File: config.mk
export PLATFORM = sky130hd
export DESIGN_NAME = ysyx_24100005_ifu
export DESIGN_NICKNAME = d
export VERILOG_FILES = /design/src/rtl/ysyx_24100005_pkg.sv /design/src/rtl/ysyx_24100005_ifu_timer.sv /design/src/rtl/ysyx_24100005_ifu.sv
export SDC_FILE = /design/constraint.sdc
export NUM_CORES = 1
export LEC_CHECK = 0
export CELL_PAD_IN_SITES_DETAIL_PLACEMENT = 1
export CELL_PAD_IN_SITES_GLOBAL_PLACEMENT = 2
export CORE_ASPECT_RATIO = 0.8
export CORE_UTILIZATION = 24
export CTS_BUF_LIST = sky130_fd_sc_hd__clkbuf_4
export CTS_CLUSTER_SIZE = 24
export DETAILED_ROUTE_END_ITERATION = 8
export HOLD_SLACK_MARGIN = 0.12
export PLACE_DENSITY = 0.85
export SYNTH_ARGS = -nofsm -noshare
export SYNTH_HDL_FRONTEND = slang
export SYNTH_SLANG_ARGS = --single-unit
File: constraint.sdc
create_clock -name clk -period 5.1 [get_ports clk]
set_input_delay 1.02 -clock clk [delete_from_list [all_inputs] [get_ports clk]]
set_output_delay 1.02 -clock clk [all_outputs]
set_load 0.05 [all_outputs]
File: src/rtl/ysyx_24100005_pkg.sv
// Shared types and constants for the ysyx_24100005 instruction fetch unit.
package ysyx_24100005_pkg;

    typedef enum logic [2:0] {
        IDLE  = 3'd0,
        REQ   = 3'd1,
        WAIT  = 3'd2,
        HOLD  = 3'd3,
        DRAIN = 3'd4
    } ifu_state_e;

    localparam logic [31:0] INST_NOP = 32'h0000_0013;
    localparam logic [31:0] RESET_PC = 32'h8000_0000;

    function automatic logic pc_misaligned(input logic [1:0] pc_lo);
        return pc_lo != 2'b00;
    endfunction

endpackage

File: src/rtl/ysyx_24100005_ifu_timer.sv
// Response timer for the fetch unit: clear-on-load, count-on-enable, saturating.
// Expiry is a threshold compare so a saturated count still reads as expired.
module ysyx_24100005_ifu_timer #(
    parameter int unsigned TIMEOUT_CYC = 255,
    localparam int unsigned CNT_W = $clog2(TIMEOUT_CYC + 1)
) (
    input  logic clk,
    input  logic rst,
    input  logic load_i,
    input  logic en_i,
    output logic expired_o
);

    localparam logic [CNT_W-1:0] CNT_MAX   = CNT_W'(TIMEOUT_CYC);
    localparam logic [CNT_W-1:0] CNT_LIMIT = CNT_W'(TIMEOUT_CYC - 1);

    logic [CNT_W-1:0] count_q;
    logic [CNT_W-1:0] count_d;

    always_comb begin
        count_d = count_q;
        if (load_i) begin
            count_d = '0;
        end else if (en_i && (count_q != CNT_MAX)) begin
            count_d = count_q + 1'b1;
        end
    end

    always_ff @(posedge clk) begin
        if (rst) begin
            count_q <= '0;
        end else begin
            count_q <= count_d;
        end
    end

    assign expired_o = (count_q >= CNT_LIMIT);

endmodule

File: src/rtl/ysyx_24100005_ifu.sv
// Instruction fetch unit: one word per PC over a valid/ready memory bus.
// Optional performance counters are built when IFU_PERF_CNT_EN is defined.
//
//  state | meaning
//  IDLE  | ready for a new PC
//  REQ   | request valid on imem, waiting for req_ready
//  WAIT  | request accepted, waiting for response or timeout
//  HOLD  | instruction (or fault) presented to core
//  DRAIN | flushed while a response is outstanding; swallow it
module ysyx_24100005_ifu
    import ysyx_24100005_pkg::*;
#(
    parameter int unsigned ADDR_W      = 32,
    parameter int unsigned DATA_W      = 32,
    parameter int unsigned TIMEOUT_CYC = 255
) (
    input  logic              clk,
    input  logic              rst,
    input  logic              pc_valid_i,
    input  logic [ADDR_W-1:0] pc_i,
    output logic              pc_ready_o,
    input  logic              flush_i,
    output logic              imem_req_valid_o,
    input  logic              imem_req_ready_i,
    output logic [ADDR_W-1:0] imem_req_addr_o,
    input  logic              imem_resp_valid_i,
    input  logic [DATA_W-1:0] imem_resp_data_i,
    input  logic              imem_resp_err_i,
    output logic              imem_resp_ready_o,
    output logic              inst_valid_o,
    input  logic              inst_ready_i,
    output logic [DATA_W-1:0] inst_o,
    output logic [ADDR_W-1:0] inst_pc_o,
    output logic              fetch_err_o
`ifdef IFU_PERF_CNT_EN
    ,
    output logic [31:0]       perf_fetch_o,
    output logic [31:0]       perf_stall_o
`endif
);

    ifu_state_e        state_q, state_d;
    logic [ADDR_W-1:0] addr_q, addr_d;
    logic [ADDR_W-1:0] inst_pc_q, inst_pc_d;
    logic [DATA_W-1:0] inst_q, inst_d;
    logic              err_q, err_d;

    logic timer_load;
    logic timer_en;
    logic timer_expired;

    ysyx_24100005_ifu_timer #(
        .TIMEOUT_CYC (TIMEOUT_CYC)
    ) u_timer (
        .clk       (clk),
        .rst       (rst),
        .load_i    (timer_load),
        .en_i      (timer_en),
        .expired_o (timer_expired)
    );

    always_comb begin
        state_d    = state_q;
        addr_d     = addr_q;
        inst_pc_d  = inst_pc_q;
        inst_d     = inst_q;
        err_d      = err_q;
        timer_load = 1'b0;
        timer_en   = (state_q == WAIT) || (state_q == DRAIN);

        case (state_q)
            IDLE: begin
                if (pc_valid_i) begin
                    addr_d    = pc_i;
                    inst_pc_d = pc_i;
                    inst_d    = '0;
                    if (pc_misaligned(pc_i[1:0])) begin
                        err_d   = 1'b1;
                        state_d = HOLD;
                    end else begin
                        err_d   = 1'b0;
                        state_d = REQ;
                    end
                end
            end
            REQ: begin
                if (flush_i) begin
                    state_d = IDLE;
                end else if (imem_req_ready_i) begin
                    timer_load = 1'b1;
                    state_d    = WAIT;
                end
            end
            WAIT: begin
                if (flush_i) begin
                    // A response arriving with the flush is consumed right here.
                    state_d = imem_resp_valid_i ? IDLE : DRAIN;
                end else if (imem_resp_valid_i) begin
                    inst_d  = imem_resp_err_i ? '0 : imem_resp_data_i;
                    err_d   = imem_resp_err_i;
                    state_d = HOLD;
                end else if (timer_expired) begin
                    inst_d  = '0;
                    err_d   = 1'b1;
                    state_d = HOLD;
                end
            end
            HOLD: begin
                if (flush_i || inst_ready_i) begin
                    state_d = IDLE;
                end
            end
            DRAIN: begin
                if (imem_resp_valid_i || timer_expired) begin
                    state_d = IDLE;
                end
            end
            default: begin
                state_d = IDLE;
            end
        endcase
    end

    always_ff @(posedge clk) begin
        if (rst) begin
            state_q   <= IDLE;
            addr_q    <= '0;
            inst_pc_q <= '0;
            inst_q    <= '0;
            err_q     <= 1'b0;
        end else begin
            state_q   <= state_d;
            addr_q    <= addr_d;
            inst_pc_q <= inst_pc_d;
            inst_q    <= inst_d;
            err_q     <= err_d;
        end
    end

    assign pc_ready_o        = (state_q == IDLE);
    assign imem_req_valid_o  = (state_q == REQ);
    assign imem_req_addr_o   = addr_q;
    assign imem_resp_ready_o = (state_q == WAIT) || (state_q == DRAIN);
    assign inst_valid_o      = (state_q == HOLD);
    assign inst_o            = inst_q;
    assign inst_pc_o         = inst_pc_q;
    assign fetch_err_o       = err_q;

`ifdef IFU_PERF_CNT_EN
    logic [31:0] perf_fetch_q, perf_fetch_d;
    logic [31:0] perf_stall_q, perf_stall_d;

    always_comb begin
        perf_fetch_d = perf_fetch_q;
        perf_stall_d = perf_stall_q;
        if ((state_q == HOLD) && inst_ready_i) begin
            perf_fetch_d = perf_fetch_q + 32'd1;
        end
        if ((state_q == REQ) || (state_q == WAIT)) begin
            perf_stall_d = perf_stall_q + 32'd1;
        end
    end

    always_ff @(posedge clk) begin
        if (rst) begin
            perf_fetch_q <= '0;
            perf_stall_q <= '0;
        end else begin
            perf_fetch_q <= perf_fetch_d;
            perf_stall_q <= perf_stall_d;
        end
    end

    assign perf_fetch_o = perf_fetch_q;
    assign perf_stall_o = perf_stall_q;
`endif

endmodule

# Yosys cells after proc, flatten, opt, wreduce, memory -nomap -nowiden
# Cells that the tools add are included.
# totals
reg_bits	76
input_bits	72
output_inout_bits	101
wordCells	56
# op_classes
add_sub_neg	1
n_lt_le_gt_ge	1
eq_ne	12
n_mux	26
n_reduce_logical	11
# ops
operator	n
32-bit two-way mux	5
32-bit one-hot mux with 2 select lines	1
3-bit two-way mux	9
3-bit one-hot mux with 5 select lines	1
8-bit by 1-bit adder with 8-bit output (second input constant)	1
8-bit greater-or-equal comparator (second input constant)	1
1-bit two-way mux	8
8-bit != test (second input constant)	1
3-bit by 2-bit == test with 1-bit output (second input constant)	2
5-bit AND reduction	1
2-bit by 1-bit != test with 1-bit output (second input constant)	2
2-bit != test (second input constant)	2
4-bit != test (second input constant)	1
4-bit AND reduction	1
2-bit nonzero test	2
3-bit by 1-bit == test with 1-bit output (second input constant)	1
3-bit == test (second input constant)	1
3-bit logical NOT	1
1-bit logical OR	3
3-bit by 2-bit != test with 1-bit output (second input constant)	1
3-bit != test (second input constant)	1
2-bit two-way mux	1
1-bit one-hot mux with 2 select lines	1
2-bit AND reduction	1
other kinds (2)	2

# Longest topological paths before layout
# Gate-level depths: netlist (run 1).
# depth
ltp_word	5
ltp_mapped	8
depth_no_buf	6

# Modules after synthesis
# Synthesis (run 1) repeated with hierarchy kept, for this count alone.
# hier_totals
hier_cells	411
hier_area_um2	3319.4
# by_module_without_submodules
module	n_inst	cells_per_inst	area_each_um2	seq_area_each_um2
ysyx_24100005_ifu	1	361	2877.8	1361.3
ysyx_24100005_ifu_timer	1	50	441.7	160.2

# Least setup slack after synthesis (run 1)
# OpenSTA, ideal clock, no wires.
# synth_path
path_type	register to output
startpoint	reg state_q[0]
endpoint	out imem_req_valid_o
t_arrival_ns	1.818
required_time_ns	4.080
path_slack_ns	2.262
path_stages_with_launch	3
n_path_buf	1
cell_sequence	dfxtp_1 > clkbuf_1 > nor3b_1
# synth_between
elab_chain_len	1
# synth_lines
element	line_no	source
start, declared	ysyx_24100005_ifu.sv:42	ifu_state_e state_q, state_d;
start signal, assigned	ysyx_24100005_ifu.sv:132	state_q <= state_d;
3-bit by 1-bit == test with 1-bit output	ysyx_24100005_ifu.sv:141	assign imem_req_valid_o = (state_q == REQ);
end, declared	ysyx_24100005_ifu.sv:23	output logic imem_req_valid_o,
# Every way passes these cells.

# Worst setup path in the final report (run 1)
# layout_path
startpoint	reg state_q[1]
endpoint	out imem_resp_ready_o
# layout_between
elab_chain_len	2
word_cells_on_any_way	3
classes_between	2 x eq/ne; 1 x reduce/logical
# layout_lines
element	line_no	source
3-bit by 2-bit == test with 1-bit output / 3-bit == test (equally long branches)	ysyx_24100005_ifu.sv:143	assign imem_resp_ready_o = (state_q == WAIT) || (state_q == DRAIN);
1-bit logical OR (*)	ysyx_24100005_ifu.sv:143	
end, declared	ysyx_24100005_ifu.sv:29	output logic imem_resp_ready_o,
# Mark *: on every way between the ends. The rest lies on a longest branch, timed or not.

==> metrics, run 1 <==
kind of critical path=flop to output pin; clock latency on the worst-skew pair=between 400 and 500 ps; DP Worst Slack=between 1500 and 2000 ps; DRC viols=0; Synth cell types=40; most frequent cells in the layout=171 x clkdlybuf4s50_1, 106 x nand2_1, 76 x dfxtp_1; Final Max Tran Viols=0; Final Setup Violations=0; cts bufs inserted=9; GPL Wtd Cong=~0.75; commonest register cell after synthesis=dfxtp_1; first-pass GRT wire length=between 15000 and 20000 um; die width=around 140 um; grt ovf=0; crit end category=output pin; vias in the first global route=~3300; # clock sinks=76; DP Cell Count=705; post-DP HPWL=about 7700 um; Post-Route WL=10500 um; clock buffer depth=2; Diodes inserted=0; Fmax=~290 MHz; Setup WS post-layout=about 1600 ps; CTS tree=done; Worst Max-Slew Pin Slew=around 1200 ps; Synth Net Count=about 480; sequential share of the synthesized area=0.438; Routed WL per cell=14.6 um; final hold vios=0; Critical Path RT=4080 ps; hold_buf cts=0; Startpoint Class=flop; I/O Pins=about 170; GR Util All Layers=0.142; post-CTS sizing=0; Worst Path Arrival=about 2500 ps; fill cell count=around 1600; number of max-cap violations=0; cell row count=38; CTS Root Cell=clkbuf_4; DRT antenna net count=0; share of cells above drive strength 1=0.0407; Initial Utilization=0.251; via count=approximately 3200; Max stage delay on crit path=~800 ps; Peak supply drop=about 140 uV; worst relative slew slack=0.219; fin crit share=0.681; Crit-path slowest cell=clkdlybuf4s50_1; ordered cell list for the critical path=xnor2_1 -> or2_0 -> inv_1 -> clkdlybuf4s50_1; Reg clk slew, reported paths=between 100 and 150 ps; PD cells=353 nW/um2; Worst Path Buf+Inv=2; status=finished, final reports clean; Tmin final=between 3000 and 4000 ps; P_leak=around 1.9 nW; asr flop ratio synth=0; Gate Count Post-Synth=410; final setup TNS=0 ps; worst min path class=flop to flop; DRT iter0 DRCs=96; Die H=110 um; Yosys warning total=0; Post-Syn Area=3470 um2; P&R area growth vs syn=49.4%; number of synthesized flops with an enable pin=0; I/O Buffers=approximately 170; clock skew=approximately 12 ps; Die ar.=15000 um2; CORE AREA=13800 um2; Seq cells post-synth=between 70 and 80; H-tree depth=3; Mapped Avg Cell Area=between 8 and 9 um2; initial antenna violation count=1; 1st-pass router iterations=4; RSZ-0062 raised after global routing=false; pin count of the biggest net entering global routing=between 70 and 80; critical path's top delay family=buffers and inverters; Final #Nets=between 600 and 700; Vias per Instance=4.41; commonest non-fill, non-tap cell in the layout=clkdlybuf4s50_1; crit-path max FO=16; Setup Fix Bufs, Post-CTS=0; Finished Layout Cells=a little over 700
==> registers in the layout, indices dropped and copies added (netlist names) <==
register,cells
inst_pc_o,32
state_q,3
inst_o,32
fetch_err_o,1
u_timer.count_q,8
==> cell families after synthesis <==
| group | after synthesis | synth area share |
|---|---|---|
| and+or+nand+nor | 174 | 0.243 |
| DFF | 76 | 0.438 |
| buffers and inverters | 63 | 0.112 |
| AOI/OAI and AO/OA | 59 | 0.0962 |
| muxes | 35 | 0.101 |
| adders and majority gates | 2 | 0.00720 |
| xor gates and xnor gates | 1 | 0.00252 |
==> tightest hold or removal path, cell delays in order, from the launching register on <==
cell and delay, ps:
dfxtp_1 340, nand2_1 60, a21oi_1 50
==> metal layers <==
layer / up-vias / share of wire / GRT usage
met3: 10 / 0.11 / 0.0701
met2: 137 / 0.46 / 0.236
li1: 1575 / - / -
met5: - / 0 / 0
met4: 0 / 0.0078 / 0.0357
met1: 1455 / 0.43 / 0.161
==> path summary, 6_finish.rpt <==
check / from / endpoint / slack [ps] / cells past startpoint
setup / recovery: state_q[1]$_SDFFE_PP0P_ / imem_resp_ready_o / 1630 / 4
hold / removal: inst_pc_o[5]$_SDFFE_PP0P_ / inst_pc_o[5]$_SDFFE_PP0P_ / 480 / 2
hold reg to reg: inst_pc_o[5]$_SDFFE_PP0P_ / inst_pc_o[5]$_SDFFE_PP0P_ / 480 / 2
setup reg to reg: u_timer.count_q[0]$_SDFFE_PP0P_ / inst_o[30]$_SDFFE_PP0P_ / 2520 / 6
==> power breakdown <==
| group | internal, mW | total (mW) | leakage [nW] | switching [mW] |
|---|---|---|---|---|
| registers | 0.644 | 0.699 | 0.618 | 0.0551 |
| logic | 0.285 | 0.774 | 1.20 | 0.489 |
| clock network | 0.150 | 0.359 | 0.0712 | 0.208 |
==> Yosys cell counts (3+ instances only) <==
library cell  instances  area, um2
inv_1                 4       15.0
o31ai_1               4       30.0
buf_6                 3       33.8
mux2i_1              35        350
buf_2                 8       40.0
nand2_1             106        398
nor3_1                3       15.0
buf_4                32        240
nor3b_1               3       22.5
nand3_1               3       15.0
a21oi_1              43        215
dfxtp_1              76       1520
nor2_1                3       11.3
or3_1                 3       18.8
or4_1                 3       22.5
nand2b_1             35        219
o21ai_0               3       15.0
clkbuf_1             16       60.1
==> metrics by stage <==
stage          hold slack, ps  cell area [um2]  power [mW]   util
2_1_floorplan             443             3470        1.28      -
3_3_place_gp              458             5060        1.49  0.366
3_5_place_dp              468             5060        1.50  0.366
4_1_cts                   486             5190        1.87  0.375
5_1_grt                   507             5190        1.95  0.375
6_report                  479             5190        1.83  0.375
==> final cells by class <==
class / instances / area (um2) / share of cell area
Timing Repair Buffer: 174 / 1730 / 0.334
Multi-Input combinational cell: 271 / 1560 / 0.301
Sequential cell: 76 / 1520 / 0.293
Tap cell: 180 / 225 / 0.0434
Clock buffer: 10 / 75.1 / 0.0145
Clock inverter: 6 / 55.1 / 0.0106
Inverter: 4 / 15.0 / 0.00289
Power figures use the tool's default switching activity.
==> run 2, diff against run 1 <==
--- a/config.mk
+++ b/config.mk
@@ -8,12 +8,12 @@
 export CELL_PAD_IN_SITES_DETAIL_PLACEMENT = 1
 export CELL_PAD_IN_SITES_GLOBAL_PLACEMENT = 2
 export CORE_ASPECT_RATIO = 0.8
-export CORE_UTILIZATION = 24
+export CORE_UTILIZATION = 22
 export CTS_BUF_LIST = sky130_fd_sc_hd__clkbuf_4
 export CTS_CLUSTER_SIZE = 24
 export DETAILED_ROUTE_END_ITERATION = 8
 export HOLD_SLACK_MARGIN = 0.12
-export PLACE_DENSITY = 0.85
+export PLACE_DENSITY = 0.79
 export SYNTH_ARGS = -nofsm -noshare
 export SYNTH_HDL_FRONTEND = slang
 export SYNTH_SLANG_ARGS = --single-unit
==> constraint.sdc (replaced) <==
create_clock -name clk -period 3.63 [get_ports clk]
set_input_delay 0.726 -clock clk [delete_from_list [all_inputs] [get_ports clk]]
set_output_delay 0.726 -clock clk [all_outputs]
set_load 0.05 [all_outputs]
==> run 2 against run 1 <==
Critical path depth unchanged. Routed wire length increased by 2.1%. First-iteration DRC count decreased by 28%. Sequential power increased by 41%. Register-to-register slack got worse by 1500 ps. Final area increased by 1.6%. Final cell count increased by 4.4%. Total power increased by 47%. Global-route usage decreased by 0.99 points. Via count increased by 2.0%. Sequential share of layout area decreased by 0.45 points.
==> metrics, run 2 (same netlist as run 1, synthesis figures left out) <==
status=finished, final reports clean; Initial Utilization=0.228 (-0.0228); RSZ-0062 raised after global routing=false; reg2reg setup slack=1070 ps (-1450 ps); Fmax=~310 MHz; Die ar.=16300 um2 (+8.9%); Switching Fraction=0.407 (-0.00398); crit-path max FO=16 (unchanged); hold_buf cts=0 (unchanged); Reg clk slew, reported paths=140 ps (+20 ps); number of max-cap violations=0 (unchanged); 1st-pass router iterations=4 (unchanged); Max stage delay on crit path=790 ps (about the same); Clock power frac=0.227 (+0.031); initial antenna violation count=1 (unchanged); post-route cell area=5270 um2 (+1.6%); most frequent cells in the layout=171 x clkdlybuf4s50_1, 106 x nand2_1, 76 x dfxtp_1; worst relative slew slack=0.283 (+0.0643); DRT iter0 DRCs=69 (-28%); placed inst area=5100 um2 (+0.89%); Worst Hold End=inst_pc_o[4]$_SDFFE_PP0P_; via count=3239 (+2.0%); Reg2Reg Depth=6 (unchanged); Final Max Tran Viols=0 (unchanged); Post-Route WL=10700 um (+2.1%); grt ovf=0 (unchanged); Setup Fix Bufs, Post-CTS=0 (unchanged); combinational share of power=0.408 (-0.015); Die H=114 um (+4.4%); internal power=1.59 mW (+48%); Tmin final=about 3200 ps; Vias per Instance=4.30 (-2.4%); die width=142 um (+4.4%); clock skew=18.0 ps (+6.50 ps); DP Cell Count=736 (+4.4%); Peak supply drop=163 uV (+17%); H-tree depth=3 (unchanged); I/O Buffers=172 (unchanged); crit end category=output pin; cts bufs inserted=9 (unchanged); Final Setup Violations=0 (unchanged); Worst Path Arrival=2470 ps (+20 ps); part of the power in registers=0.366 (-0.015); fin crit share=0.880; CTS tree=done; Finished Layout Cells=753 (+4.4%); P&R area growth vs syn=51.7%; commonest non-fill, non-tap cell in the layout=clkdlybuf4s50_1; fill cell count=1826 (+12%); CORE AREA=15200 um2 (+10%); Crit-path slowest cell=clkdlybuf4s50_1; share of cells above drive strength 1=0.0443 (+0.00362); GR Util All Layers=0.132 (-0.00991); worst min path class=flop to flop; clock latency on the worst-skew pair=440 ps (+30 ps); worst r2r src=u_timer.count_q[0]$_SDFFE_PP0P_; Critical Path RT=2900 ps (-1180 ps); ordered cell list for the critical path=xnor2_1 -> or2_0 -> inv_1 -> clkdlybuf4s50_1; Final Util=0.346 (-0.0286); Worst Max-Slew Pin Slew=1080 ps (-96.4 ps); Final #Nets=611 (+0.16%); vias in the first global route=3142 (-3.8%); first-pass GRT wire length=16400 um (-0.21%); cell row count=40 (+5.3%); # clock sinks=76 (unchanged); clock buffer depth=2 (unchanged); DRC viols=0 (unchanged); Startpoint Class=flop; final hold vios=0 (unchanged); I/O Pins=173 (unchanged); pin count of the biggest net entering global routing=73 (-1.4%); Reg2Reg Capture Point=inst_o[17]$_SDFFE_PP0P_; final setup TNS=0 ps (unchanged); kind of critical path=flop to output pin; P_leak=1.91 nW (+0.95%); post-CTS sizing=0 (unchanged); Routed WL per cell=14.3 um (-2.3%); CTS Root Cell=clkbuf_4; post-DP HPWL=7610 um (-1.7%); GPL Wtd Cong=0.731 (-2.7%); DRT antenna net count=0 (unchanged); PD cells=510 nW/um2 (+45%); Hold Path Stages=2 (unchanged); Net Switching=1.09 mW (+45%); worst hold start=inst_pc_o[4]$_SDFFE_PP0P_
[run 2: layer usage]
metal  routed length (um)  part of all wire  up-vias  GRT usage
met3                 1260              0.12        7     0.0732
met2                 4600              0.43      141      0.206
met4                   78            0.0073        0     0.0323
met5                    0                 0        -          0
met1                 4810              0.45     1509      0.156
li1                     -                 -     1582          -
[run 2: how the worst max path moves through the flow]
stage | startpoint | to | cells after the start
after global placement | imem_resp_valid_i | inst_o[19]$_SDFFE_PP0P_ | 4
after global routing | state_q[1]$_SDFFE_PP0P_ | imem_resp_ready_o | 4
after floorplan | state_q[2]$_SDFFE_PP0P_ | inst_o[10]$_SDFFE_PP0P_ | 7
after detailed placement | imem_resp_valid_i | inst_o[12]$_SDFFE_PP0P_ | 4
after CTS | state_q[1]$_SDFFE_PP0P_ | imem_resp_ready_o | 4
final | state_q[1]$_SDFFE_PP0P_ | imem_resp_ready_o | 4
[run 2: cell type report]
class                      count  area [um2]  area share
inverter                       4        15.0     0.00285
sequential                    76        1520       0.289
timing repair buffer         175        1740       0.330
clock inverter                 6        88.8      0.0169
clock buffer                  10        75.1      0.0142
antenna                        1        2.50    0.000475
multi-input combinational    271        1560       0.297
tap                          210         263      0.0499
[run 2: power groups by stage]
stage,combinational (mW),sequential (mW),clock (mW)
2_1_floorplan,0.628,1.17,0
3_3_place_gp,1.10,0.998,0
3_5_place_dp,1.11,1.00,0
4_1_cts,1.11,0.985,0.650
5_1_grt,1.16,0.997,0.683
6_report,1.10,0.983,0.609
[run 2: stage by stage]
stage               total power [mW]  hold WS (ps)  setup slack [ps]
floorplan                       1.79           443               985
global placement                2.10           454               885
detailed placement              2.11           467               765
CTS                             2.75           485               360
global route                    2.84           507               238
finish                          2.69           479               434
[run 2: worst max-delay path, delay by kind of cell, from the launching register on]
family	cells	cell delay, ps
XOR/XNOR	1	180
buffers and inverters	2	880
flip-flops	1	620
AND/OR/NAND/NOR	1	340
==> run 3, diff against run 2 <==
--- a/config.mk
+++ b/config.mk
@@ -5,6 +5,7 @@
 export SDC_FILE = /design/constraint.sdc
 export NUM_CORES = 1
 export LEC_CHECK = 0
+export ABC_AREA = 1
 export CELL_PAD_IN_SITES_DETAIL_PLACEMENT = 1
 export CELL_PAD_IN_SITES_GLOBAL_PLACEMENT = 2
 export CORE_ASPECT_RATIO = 0.8
@@ -13,7 +14,7 @@
 export CTS_CLUSTER_SIZE = 24
 export DETAILED_ROUTE_END_ITERATION = 8
 export HOLD_SLACK_MARGIN = 0.12
-export PLACE_DENSITY = 0.79
+export PLACE_DENSITY = 0.8
 export SYNTH_ARGS = -nofsm -noshare
 export SYNTH_HDL_FRONTEND = slang
 export SYNTH_SLANG_ARGS = --single-unit
==> run 3 against run 2 <==
Global-route usage grew 1.3 points. Critical path type unchanged. Synthesized cell count is 17% higher. Utilization down 1.0 points. Critical path depth is 1 higher. Worst setup slack gained 340 ps.
==> metrics, run 3 <==
worst min path class=flop to flop; placed inst area=5260 um2 (+3.0%); Gate Count Post-Synth=480 (+17%); dominant cell by count in the synthesized netlist=nand2_1; worst relative slew slack=0.511 (+0.228); Tot Pwr=4.18 mW (+55%); GR Util All Layers=0.145 (+0.0128); final setup TNS=0 ps (unchanged); Die ar.=17000 um2 (+4.3%); P_leak=2.12 nW (+11%); synthesized-area fraction occupied by adder cells=0.00690 (-0.000303); largest cells by area after synthesis=dfxtp_1 42%, nand2_1 11%, buf_4 6.8%, nand3b_1 6.8%, a22oi_1 6.0%; GPL Wtd Cong=0.749 (+2.5%); pin count of the biggest net entering global routing=64 (-12%); post-route cell area=5360 um2 (+1.7%); initial antenna violation count=0 (-1); Diodes inserted=0 (-1); Worst Max-Slew Pin Slew=731 ps (-345 ps); Final #Nets=678 (+11%); clock skew=21.8 ps (+3.79 ps); area fraction of the dominant cell type after synthesis=0.420 (-0.0184); Startpoint Class=flop; number of synthesized flops with an enable pin=0 (unchanged); # clock sinks=76 (unchanged); worst r2r src=state_q[1]$_SDFFE_PP0P_; via count=3653 (+13%); clock latency on the worst-skew pair=460 ps (+20 ps); DRC viols=0 (unchanged); RSZ-0062 raised after global routing=false; number of max-cap violations=0 (unchanged); vias in the first global route=3736 (+19%); Final Setup Violations=0 (unchanged); leading area contributor after synthesis=dfxtp_1; largest family of logic cells by synthesized area=simple AND/OR/NAND/NOR gates; PD cells=780 nW/um2 (+53%); DRT iter0 DRCs=124 (+80%); crit-path max FO=4 (-12); final hold vios=0 (unchanged); Post-Route WL=12200 um (+13%); CTS tree=done; post-CTS sizing=0 (unchanged); Initial Utilization=0.227 (-0.00101); share of cells above drive strength 1=0.0477 (+0.00342); commonest non-fill, non-tap cell in the layout=clkdlybuf4s50_1; simple-gate portion of the synthesized area=0.306 (+0.0626); Setup WS post-layout=771 ps (+336 ps); status=finished, final reports clean; Synth Area in XOR/XNOR=0.00725 (+0.00472); Post-Syn Area=3630 um2 (+4.4%); fin crit share=0.788 (-0.0926); DRT antenna net count=0 (unchanged); H-tree depth=3 (unchanged); cell row count=41 (+2.5%); Die H=117 um (+2.1%); Peak supply drop=260 uV (+59%); Critical Path Source=state_q[0]$_SDFFE_PP0P_; Seq cells post-synth=76 (unchanged); post-DP HPWL=8460 um (+11%); post-synthesis compound-gate area fraction=0.130 (+0.0336); asr flop ratio synth=0 (unchanged); die width=146 um (+2.1%); commonest cells in the netlist=104 x nand2_1, 76 x dfxtp_1, 54 x nor2_1; Setup Fix Bufs, Post-CTS=0 (unchanged); clock buffer depth=2 (unchanged); Vias per Instance=4.44 (+3.2%); Final Max Tran Viols=0 (unchanged); Tmin final=2860 ps (-336 ps); mux share of post-synthesis cell area=0 (-0.101); crit end category=output pin; worst hold margin=487 ps (+7.81 ps); kind of critical path=flop to output pin; commonest register cell after synthesis=dfxtp_1; Reg clk slew, reported paths=120 ps (-20 ps); Mapped Avg Cell Area=7.55 um2 (-11%); Fmax=350 MHz (+12%); Critical Path RT=2900 ps (about the same); cts bufs inserted=9 (unchanged); grt ovf=0 (unchanged); I/O Buffers=172 (unchanged); first-pass GRT wire length=19200 um (+17%); Yosys warning total=0 (unchanged); 1st-pass router iterations=4 (unchanged); sequential share of the synthesized area=0.420 (-0.0184); DP Worst Slack=871 ps (+106 ps); Synth Net Count=554 (+14%); CTS Root Cell=clkbuf_4; CORE AREA=16000 um2 (+4.9%); hold_buf cts=0 (unchanged); Worst Path Arrival=2130 ps (-340 ps); P&R area growth vs syn=47.8%; worst hold start=inst_pc_o[1]$_SDFFE_PP0P_; most frequent cells in the layout=172 x clkdlybuf4s50_1, 103 x nand2_1, 76 x dfxtp_1; Routed WL per cell=14.8 um (+3.8%); I/O Pins=173 (unchanged); Synth cell types=27 (-33%)
==> run 3: cell count changes after synthesis, sizes merged, moves of 3 or more <==
cell    before  now
nor2         3   55
nand3        3   41
mux2i       35    0
nand2b      35    0
nand3b       2   33
a22oi        0   29
inv          4   15
buf         43   50
nor3b        4    0
o31ai        4    0
o21ai        3    6
or3          3    0
or4          3    0
==> run 3: power breakdown <==
part	internal, mW	total [mW]	leakage (nW)	switching [mW]
registers	1.04	1.19	0.623	0.150
clock network	0.141	0.456	0.0597	0.314
logic	0.848	2.54	1.43	1.69
total	2.03	4.18	2.12	2.15
==> run 3: metal layers <==
| metal | GRT usage | routed length (um) | vias up |
|---|---|---|---|
| li1 | - | - | 1804 |
| met1 | 0.173 | 5600 | 1711 |
| met2 | 0.239 | 5410 | 131 |
| met3 | 0.0651 | 1080 | 7 |
| met4 | 0.0351 | 105 | 0 |
| met5 | 0 | 0 | - |
==> run 3: logic make-up (layout without fill, tap and decap cells) <==
logic type,Yosys count,in the layout
DFF,76,76
adders and majority gates,2,2
xor gates and xnor gates,3,3
and+or+nand+nor,239,239
buffers and inverters,81,209
AOI/OAI and AO/OA,79,79
==> run 3: area by class of cell <==
cell class	instances	area, um2
fill	1888	10600
sequential	76	1520
tap	215	269
clock buffer	10	75.1
clock inverter	5	30.0
inverter	16	60.1
multi-input combinational	323	1640
timing repair buffer	178	1770
==> run 3: final timing paths <==
| path | to | slack, ps | depth (start not counted) |
|---|---|---|---|
| worst min register to register | inst_pc_o[1]$_SDFFE_PP0P_ | 490 | 2 |
| worst max register to register | fetch_err_o$_SDFFE_PP0P_ | 1380 | 6 |
| worst min-delay path | inst_pc_o[1]$_SDFFE_PP0P_ | 490 | 2 |
| worst max-delay path | imem_req_valid_o | 770 | 5 |
==> run 3: critical path: stages, from the launching register on <==
cell and delay (ps):
dfxtp_1 450, inv_1 120, nor2_1 180, nand2_1 100, inv_1 60, clkdlybuf4s50_1 790
==> run 3: stage by stage <==
stage	cells	utilization
6_report	823	0.336
4_1_cts	823	0.336
3_3_place_gp	808	0.329
3_5_place_dp	808	0.329
2_1_floorplan	480	-
5_1_grt	823	0.336
